[src/rtl/cpu_mmio_pkg.sv]
// cpu_mmio_pkg: shared constants and types for the MMIO console peripheral
package cpu_mmio_pkg;

    localparam logic [31:0] BASE_ADDR_DEFAULT = 32'h0002_0000;

    localparam logic [3:0] OFS_TXDATA = 4'h0;
    localparam logic [3:0] OFS_TEST   = 4'h4;
    localparam logic [3:0] OFS_STATUS = 4'h8;

    localparam int STATUS_FULL = 0;
    localparam int STATUS_BUSY = 1;
    localparam int STATUS_OVF  = 2;

    typedef enum logic [1:0] {IDLE, START, DATA, STOP} tx_state_e;

endpackage

[src/rtl/sync_fifo.sv]
// sync_fifo: single-clock FIFO; a push into a full FIFO is taken only when a pop frees a slot that cycle
module sync_fifo #(
    parameter int WIDTH = 8,
    parameter int DEPTH = 8
) (
    input  logic                       clk,
    input  logic                       reset,
    input  logic                       push_i,
    input  logic [WIDTH-1:0]           din_i,
    input  logic                       pop_i,
    output logic [WIDTH-1:0]           dout_o,
    output logic                       full_o,
    output logic                       empty_o,
    output logic [$clog2(DEPTH):0]     count_o
);

    localparam int AW = $clog2(DEPTH);

    logic [WIDTH-1:0] mem_q [DEPTH];
    logic [AW-1:0]    wr_q, rd_q;
    logic [AW:0]      cnt_q, cnt_d;
    logic             do_push, do_pop;

    assign empty_o = cnt_q == '0;
    assign full_o  = cnt_q == (AW+1)'(DEPTH);
    assign count_o = cnt_q;
    assign dout_o  = mem_q[rd_q];
    assign do_pop  = pop_i & ~empty_o;
    assign do_push = push_i & (~full_o | do_pop);

    // occupancy never exceeds DEPTH because a full push needs a simultaneous pop
    always_comb begin
        cnt_d = cnt_q + (AW+1)'(do_push) - (AW+1)'(do_pop);
    end

    // storage is not reset; only the pointers define valid contents
    always_ff @(posedge clk) begin
        if (do_push) mem_q[wr_q] <= din_i;
    end

    // pointers wrap naturally since DEPTH is a power of two
    always_ff @(posedge clk) begin
        if (reset) begin
            wr_q  <= '0;
            rd_q  <= '0;
            cnt_q <= '0;
        end else begin
            if (do_push) wr_q <= wr_q + AW'(1);
            if (do_pop) rd_q <= rd_q + AW'(1);
            cnt_q <= cnt_d;
        end
    end

endmodule

[src/rtl/mmio_console.sv]
// mmio_console: memory-mapped UART console and test-result latch on the cpu data port
module mmio_console
    import cpu_mmio_pkg::*;
#(
    parameter logic [31:0] BASE_ADDR    = BASE_ADDR_DEFAULT,
    parameter int          CLKS_PER_BIT = 4,
    parameter int          FIFO_DEPTH   = 8
) (
    input  logic        clk,
    input  logic        reset,
    input  logic        mem_write,
    input  logic [31:0] mem_addr,
    input  logic [31:0] mem_wdata,
    output logic [31:0] mem_rdata,
    output logic        sel,
    output logic        uart_tx,
    output logic        done,
    output logic        pass,
    output logic [31:0] fail_code
);

    localparam int CW = $clog2(FIFO_DEPTH) + 1;
    localparam int BW = $clog2(CLKS_PER_BIT);

    logic [3:0]    ofs;
    logic          wr_tx, wr_test, wr_status;
    logic          fifo_pop, fifo_full, fifo_empty, tx_busy, baud_end;
    logic [7:0]    fifo_dout;
    logic [CW-1:0] fifo_count;
    tx_state_e     state_q, state_d;
    logic [BW-1:0] baud_q, baud_d;
    logic [2:0]    bit_q, bit_d;
    logic [7:0]    shift_q, shift_d;
    logic          ovf_q, ovf_d, done_q, pass_q;
    logic [31:0]   fail_q, rdata_q, rdata_d, status;

    assign sel       = mem_addr[31:4] == BASE_ADDR[31:4];
    assign ofs       = mem_addr[3:0];
    assign wr_tx     = mem_write & sel & (ofs == OFS_TXDATA);
    assign wr_test   = mem_write & sel & (ofs == OFS_TEST);
    assign wr_status = mem_write & sel & (ofs == OFS_STATUS);
    assign tx_busy   = (state_q != IDLE) | ~fifo_empty;
    assign baud_end  = baud_q == BW'(CLKS_PER_BIT - 1);
    assign mem_rdata = rdata_q;
    assign done      = done_q;
    assign pass      = pass_q;
    assign fail_code = fail_q;

    sync_fifo #(.WIDTH(8), .DEPTH(FIFO_DEPTH)) u_fifo (
        .clk     (clk),
        .reset   (reset),
        .push_i  (wr_tx),
        .din_i   (mem_wdata[7:0]),
        .pop_i   (fifo_pop),
        .dout_o  (fifo_dout),
        .full_o  (fifo_full),
        .empty_o (fifo_empty),
        .count_o (fifo_count)
    );

    // TX framing: the baud counter is held at zero in IDLE so every bit lasts exactly CLKS_PER_BIT
    always_comb begin
        state_d  = state_q;
        baud_d   = baud_end ? '0 : baud_q + BW'(1);
        bit_d    = bit_q;
        shift_d  = shift_q;
        fifo_pop = 1'b0;
        uart_tx  = 1'b1;
        case (state_q)
            IDLE: begin
                baud_d = '0;
                if (!fifo_empty) begin
                    fifo_pop = 1'b1;
                    shift_d  = fifo_dout;
                    state_d  = START;
                end
            end
            START: begin
                uart_tx = 1'b0;
                if (baud_end) begin
                    state_d = DATA;
                    bit_d   = '0;
                end
            end
            DATA: begin
                uart_tx = shift_q[0];
                if (baud_end) begin
                    shift_d = shift_q >> 1;
                    bit_d   = bit_q + 3'd1;
                    state_d = bit_q == 3'd7 ? STOP : DATA;
                end
            end
            STOP: state_d = baud_end ? IDLE : STOP;
            default: state_d = IDLE;
        endcase
    end

    // register read mux and sticky overflow; a dropped byte is a full push with no pop to make room
    always_comb begin
        status              = '0;
        status[STATUS_OVF]  = ovf_q;
        status[STATUS_BUSY] = tx_busy;
        status[STATUS_FULL] = fifo_full;
        ovf_d   = wr_status ? 1'b0 : ovf_q | (wr_tx & fifo_full & ~fifo_pop);
        rdata_d = !(sel && !mem_write) ? '0 :
                  ofs == OFS_TXDATA    ? 32'(fifo_count) :
                  ofs == OFS_TEST      ? {31'b0, done_q} :
                  ofs == OFS_STATUS    ? status : '0;
    end

    // state registers; the first result written wins until the next reset
    always_ff @(posedge clk) begin
        if (reset) begin
            state_q <= IDLE;
            baud_q  <= '0;
            bit_q   <= '0;
            shift_q <= '0;
            ovf_q   <= 1'b0;
            done_q  <= 1'b0;
            pass_q  <= 1'b0;
            fail_q  <= '0;
            rdata_q <= '0;
        end else begin
            state_q <= state_d;
            baud_q  <= baud_d;
            bit_q   <= bit_d;
            shift_q <= shift_d;
            ovf_q   <= ovf_d;
            rdata_q <= rdata_d;
            if (wr_test && !done_q) begin
                done_q <= 1'b1;
                pass_q <= mem_wdata == 32'd0;
                fail_q <= mem_wdata;
            end
        end
    end

endmodule

[config.mk]
export PLATFORM = sky130hd
export DESIGN_NAME = mmio_console
export DESIGN_NICKNAME = d
export VERILOG_FILES = /design/src/rtl/cpu_mmio_pkg.sv /design/src/rtl/sync_fifo.sv /design/src/rtl/mmio_console.sv
export SDC_FILE = /design/constraint.sdc
export NUM_CORES = 1
export LEC_CHECK = 0
export CAP_MARGIN = 40
export CORE_MARGIN = 3
export CORE_UTILIZATION = 46
export CTS_CLUSTER_DIAMETER = 50
export DETAILED_ROUTE_END_ITERATION = 8
export GPL_ROUTABILITY_DRIVEN = 1
export HOLD_SLACK_MARGIN = 0.12
export PLACE_DENSITY = 0.77
export SLEW_MARGIN = 20
export SYNTH_ARGS = -nofsm -noshare
export SYNTH_HDL_FRONTEND = slang
export SYNTH_HIERARCHICAL = 1
export SYNTH_SLANG_ARGS = --single-unit
[constraint.sdc]
create_clock -name clk -period 3.6 [get_ports clk]
set_input_delay 1.08 -clock clk [delete_from_list [all_inputs] [get_ports clk]]
set_output_delay 1.08 -clock clk [all_outputs]
set_load 0.01 [all_outputs]
==> results of run 1 <==
power groups by stage:
stage,clock [uW],combinational (uW),sequential (uW)
6_report,1750,800,1720
5_1_grt,1830,896,1740
4_1_cts,1770,796,1720
3_5_place_dp,0,776,1750
3_3_place_gp,0,744,1750
2_1_floorplan,0,614,1720
cell families after synthesis:
| logic type | after synthesis |
|---|---|
| muxes | 69 |
| and+or+nand+nor | 179 |
| xor gates and xnor gates | 2 |
| AOI/OAI and AO/OA | 33 |
| DFF | 131 |
| adders and majority gates | 11 |
| buffers and inverters | 69 |
| other | 1 |
cells in the mapped netlist (2+ instances only):
| library cell | count |
|---|---|
| nor2_1 | 30 |
| and4_2 | 2 |
| buf_2 | 3 |
| ha_1 | 10 |
| mux2_2 | 11 |
| nor3b_1 | 5 |
| nor4_1 | 13 |
| buf_1 | 2 |
| a21oi_1 | 12 |
| a211oi_2 | 3 |
| mux4_2 | 16 |
| nor2b_1 | 8 |
| buf_4 | 28 |
| clkbuf_1 | 15 |
| nor3_1 | 7 |
| buf_12 | 4 |
| nand2_1 | 13 |
| nor4_2 | 3 |
| o21ai_0 | 4 |
| nor4b_1 | 2 |
| inv_1 | 12 |
| a211oi_1 | 4 |
| nand2b_1 | 70 |
| nand3_1 | 8 |
| buf_6 | 4 |
| or3_1 | 2 |
| mux2i_1 | 42 |
| nand4_1 | 6 |
| dfxtp_1 | 67 |
| edfxtp_1 | 64 |
state kept, by name (all words and copies together), names as in the netlist, named ones only:
| register | cells |
|---|---|
| state_q | 2 |
| u_fifo/wr_q | 3 |
| mem_rdata | 4 |
| done | 1 |
| bit_q | 3 |
| ovf_q | 1 |
| u_fifo/count_o | 4 |
| fail_code | 32 |
| pass | 1 |
| shift_q | 8 |
| baud_q | 2 |
| u_fifo/mem_q | 64 |
| u_fifo/rd_q | 3 |
layout make-up:
cell class / count / share of cell area, %
sequential: 131 / 41.5
tap: 172 / 2.74
clock buffer: 17 / 5.41
multi-input combinational: 322 / 31.6
inverter: 12 / 0.573
clock inverter: 15 / 2.31
timing repair buffer: 129 / 15.9
routing by layer:
layer	track usage, %	vias up	part of all wire [%]
li1	-	1963	-
met1	21.5	1998	41
met2	31.7	125	52
met3	5.87	12	6.2
met4	4.76	0	0.92
met5	0	-	0
worst paths after layout:
path / cells after the start / slack [ns] / to
min reg2reg: 1 / 0.43 / baud_q[0]
max reg2reg: 10 / 0.86 / u_fifo/mem_q[0][4]
min: 1 / 0.43 / baud_q[0]
max: 5 / 0.16 / sel
through the flow:
stage          cells  total power, uW  instance area, um2
4_1_cts          797             4290                7830
3_5_place_dp     765             2530                7230
3_3_place_gp     765             2490                7230
6_report         798             4270                7870
5_1_grt          798             4460                7870
2_1_floorplan    522             2330                6200
layout by cell type, fill, tap and decap left out, types with 16 or more instances in the layout:
| cell type | instances |
|---|---|
| nand2b_1 | 70 |
| clkbuf_16 | 17 |
| mux4_2 | 16 |
| buf_4 | 21 |
| edfxtp_1 | 64 |
| clkdlybuf4s50_1 | 104 |
| mux2i_1 | 42 |
| conb_1 | 28 |
| nor2_1 | 30 |
| dfxtp_1 | 67 |
worst max-delay path, delay by kind of cell:
kind | cells | cell delay (ns)
buffers and inverters | 2 | 0.56
AND/OR/NAND/NOR | 3 | 0.70
timing repair:
action | in CTS | in global routing
hold buffers | 0 | 0
pin swaps | 0 | 2
endpoints found under the setup margin | 1 | 1
gates resized for setup | 1 | 5
==> results.ini, run 1 <==
[pwr]
clkPwrFrac_pct = 40.9
power.switching_uw = 1130
cellPowerDensity_nw_per_um2 = 543
irDropWorstVdd_mv = 0.392
p_int_uw = 3150
pwr-share-seq_pct = 40.4
p_leak_uw = 0.00277
netSwitchingFraction_pct = 26.3
pwr-share-comb_pct = 18.7

[yosys]
synth-simple-area-share_pct = 17.3
synth_top_area_share_pct = 31.5
post_synth_main_area_contributors = edfxtp_1 (31%), dfxtp_1 (22%), nand2b_1 (7.2%)
synth_top_area_cell = edfxtp_1
synthFlopType = dfxtp_1
yosysWarnings = 6
ys_ff_latch = 131
synth_adder_area_share_pct = 2.38
synth_compound_area_share_pct = 3.90
synth.area.mux_share_pct = 14.8
synth_top_family_by_area = simple AND/OR/NAND/NOR gates
async_flop_share_pct = 0
synth_cells = 495
synth-edff-count = 64
synth_xor_area_share_pct = 0.287
syn_avg_cell_area_um2 = 12.3
seq_area_frac_synth_pct = 53.5
syn-cell-area_um2 = 6100
synth.distinct_cells = 55

[die]
die_width_um = 121
core_area_um2 = 12800
rows = 41
io_pins = 135
die_area_um2 = 14700
initial_core_util_pct = 47.8
die_h_um = 121

[sta]
final.setup_skew_ns = 0.00989
rsz0062_at_grt = no
drv_slew = 0
max_freq_mhz = 291
worst_slew_pin_slew_ns = 0.788
finalWorstSetupSlack_ns = 0.163
slew_headroom_pct = 47.4
finalCriticalPeriod_ns = 3.44
hold_viol = 0
finalSetupViolCount = 0
fin_crit_sh_pct = 95.5
tns_ns = 0
holdWs_ns = 0.434

[critical_path]
critPathLaunch = mem_addr[10]
r2r-start = u_fifo/count_o[2]
critPathRequiredTime_ns = 2.52
crit_path_top_delay_cell = clkdlybuf4s50_1
cp_max_fo = 2
end_kind = output port
crit_arrival_ns = 2.36
startpoint_type = primary input
crit_type = in -> out
cpPeakStageDelay_ns = 0.43
cp_cell_sequence = clkdlybuf4s50_1 -> nor4_2 -> and4_2 -> and4_2 -> clkbuf_2
cpMostUsedCell = and4_2

[finish]
drive_gt1_share_pct = 16.0
multi_input_area_um2 = 2490
area_growth_pct = 28.9
nNetsFinal = 691
num_antenna_cells = 0
fillers = 970
ff_latch_area_um2 = 3260
utilization_pct = 61.6

[run_status]
status = finished clean

[placement]
place_ws_ns = -0.259
port_buffers = 106
hpwl_mm = 8.87
routabilityCongestion = 0.736

[detailed_routing]
routed_wl_mm = 13.0
drc = 0
antenna_left = 0
drt_first_pass_iters = 5
drt-wirelength-per-cell_um = 16.3
vias = 4098
drt_iter0_markers = 259
viasPerCell = 5.14

[clocking]
path_clk_slew_ns = 0.05
cts_sinks = 131
clockRootBuffer = clkbuf_16
clk_latency_ns = 0.41
h-tree-depth = 4
clockBufferDepth = 2
cts_tree = done
cts_buffers = 17
cts_setup_buffers = 0

[grt]
grt_pass1_wl_mm = 20.8
antenna_found_initial = 0
grt_use_total_pct = 18.1
overflow = 0
grt_max_degree = 59
grt_pass1_vias = 4245

[hold_path]
hp-class = reg -> reg
hold_path_startpoint = baud_q[0]

[job]
maxCapViolCount = 0

Note: power is estimated with default switching activity, not from simulation.
==> run 2: changes to the inputs <==
--- a/config.mk
+++ b/config.mk
@@ -7,12 +7,12 @@
 export LEC_CHECK = 0
 export CAP_MARGIN = 40
 export CORE_MARGIN = 3
-export CORE_UTILIZATION = 46
+export CORE_UTILIZATION = 40
 export CTS_CLUSTER_DIAMETER = 50
 export DETAILED_ROUTE_END_ITERATION = 8
 export GPL_ROUTABILITY_DRIVEN = 1
 export HOLD_SLACK_MARGIN = 0.12
-export PLACE_DENSITY = 0.77
+export PLACE_DENSITY = 0.68
 export SLEW_MARGIN = 20
 export SYNTH_ARGS = -nofsm -noshare
 export SYNTH_HDL_FRONTEND = slang
==> run 2 against run 1 <==
Worst hold slack lost 0.0082 ns. Maximum frequency up 0.52%. First-iteration DRC count is 29% lower. Sequential share of layout area rose by 0.066 points. Final cell count rose by 1.8%. Cell area down 0.16%.
==> results.ini, run 2 (synthesis gave the netlist of run 1 again) <==
[detailed_routing]
vias = 4022  ; -1.9%
viasPerCell = 4.95  ; -3.5%
drt-wirelength-per-cell_um = 15.5  ; -5.0%
antenna_left = 0  ; unchanged
drc = 0  ; unchanged
routed_wl_mm = 12.6  ; -3.3%
drt_iter0_markers = 183  ; -29%
drt_first_pass_iters = 4  ; -1

[die]
rows = 44  ; +7.3%
core_area_um2 = 14800  ; +16%
die_width_um = 130  ; +6.9%
die_area_um2 = 16800  ; +14%
initial_core_util_pct = 41.4  ; -6.4 points
io_pins = 135  ; unchanged
die_h_um = 130  ; +6.9%

[pwr]
irDropWorstVdd_mv = 0.291  ; -26%
p_leak_uw = 0.00276  ; -0.26%
cellPowerDensity_nw_per_um2 = 529  ; -2.5%

[critical_path]
r2r-start = u_fifo/count_o[2]
crit_arrival_ns = 2.34  ; -0.02 ns
end_kind = output port
critPathRequiredTime_ns = 2.52  ; about the same
critPathLaunch = mem_addr[14]
crit_type = in -> out
cp_max_fo = 2  ; unchanged
startpoint_type = primary input

[sta]
tns_ns = 0  ; unchanged
drv_slew = 0  ; unchanged
final.setup_skew_ns = 0.0101  ; +0.000231 ns
rsz0062_at_grt = no
slew_headroom_pct = 50.6  ; +3.2 points
hold_viol = 0  ; unchanged
max_freq_mhz = 292  ; +0.52%
finalSetupViolCount = 0  ; unchanged
worst_slew_pin_slew_ns = 0.741  ; -0.0475 ns
finalCriticalPeriod_ns = 3.42  ; -0.0177 ns
fin_crit_sh_pct = 95.0  ; -0.49 points
finalWorstSetupSlack_ns = 0.180  ; +0.0177 ns

[placement]
place_ws_ns = -0.257  ; +0.00253 ns
post_dp_cell_area_um2 = 7260  ; +0.52%
routabilityCongestion = 0.797  ; +8.2%
port_buffers = 106  ; unchanged
hpwl_mm = 9.09  ; +2.5%

[finish]
num_antenna_cells = 0  ; unchanged
most-common-layout-cells = clkdlybuf4s50_1 (104), nand2b_1 (70), dfxtp_1 (67)
nNetsFinal = 693  ; +0.29%
fin_area_um2 = 7850  ; -0.16%
regMostFlops = u_fifo/mem_q
utilization_pct = 53.2  ; -8.4 points
largest_reg_flops = 64  ; unchanged
drive_gt1_share_pct = 15.4  ; -0.53 points
area_growth_pct = 28.7
fillers = 1247  ; +29%
final_common_cell = clkdlybuf4s50_1

[clocking]
clockRootBuffer = clkbuf_16
h-tree-depth = 4  ; unchanged
cts_setup_buffers = 0  ; unchanged
holdBufCountCts = 0  ; unchanged
cts_tree = done
cts_buffers = 17  ; unchanged
path_clk_slew_ns = 0.05  ; about the same
clockBufferDepth = 2  ; unchanged
cts_sinks = 131  ; unchanged
clk_latency_ns = 0.41  ; about the same

[run_status]
status = finished clean

[grt]
grt_pass1_wl_mm = 20.2  ; -3.1%
overflow = 0  ; unchanged
grt_use_total_pct = 15.5  ; -2.7 points
grt_max_degree = 44  ; -25%
antenna_found_initial = 0  ; unchanged
grt_pass1_vias = 4085  ; -3.8%

[hold_path]
hold_path_startpoint = baud_q[0]
hp-class = reg -> reg

[job]
maxCapViolCount = 0  ; unchanged

-- run 2: cell types whose count changed in the layout (fill, tap and decap cells not counted), sizes merged --
| cell | previous run | this run |
|---|---|---|
| buf | 24 | 26 |
| clkinv | 7 | 2 |
| inv | 15 | 13 |
| clkbuf | 18 | 27 |
| bufinv | 3 | 1 |
-- run 2: final timing paths --
check / endpoint / slack (ns) / cells after the start
max: sel / 0.18 / 5
min: baud_q[0] / 0.43 / 1
min reg2reg: baud_q[0] / 0.43 / 1
max reg2reg: u_fifo/mem_q[1][0] / 0.77 / 10
-- run 2: timing repair --
| action | CTS | global route |
|---|---|---|
| gates resized for setup | 1 | 4 |
| pin swaps | 1 | 2 |
| hold endpoints to repair | 0 | 0 |
| endpoints found under the setup margin | 1 | 1 |
-- run 2: report_power, final --
part / internal, uW / leakage (uW) / switching, uW / total [uW]
Sequential: 1650 / 0.00112 / 79.6 / 1730
Clock: 1060 / 0.000280 / 582 / 1640
Combinational: 401 / 0.00136 / 389 / 790
-- run 2: layout make-up --
type	count	area, um2	area share [%]
multi-input cells	322	2480	31.6
flip-flops and latches	131	3260	41.5
clock buffers	26	514	6.55
inverters	12	45.0	0.574
well taps	184	230	2.93
repair buffers	131	1250	15.9
clock inverters	6	68.8	0.876
-- run 2: stage by stage --
stage                     cells  hold WS (ns)  power, uW
after global routing        812         0.447       4360
after floorplan             522         0.407       2330
after CTS                   812         0.430       4200
final                       812         0.426       4160
after global placement      780         0.415       2510
after detailed placement    780         0.422       2540
-- run 2: critical path, cell delays in order --
cell and delay, ns:
clkdlybuf4s50_1 0.42, nor4b_2 0.26, and4_2 0.25, and4_2 0.20
clkbuf_2 0.13
-- run 2: layer usage --
metal | part of all wire [%] | GRT usage, % | routed length, um | vias up
met5 | 0 | 0 | 0 | -
met4 | 0.84 | 5.75 | 106 | 0
met3 | 6.5 | 5.56 | 815 | 8
met2 | 52 | 26.7 | 6540 | 104
met1 | 41 | 17.7 | 5110 | 1942
li1 | - | - | - | 1968
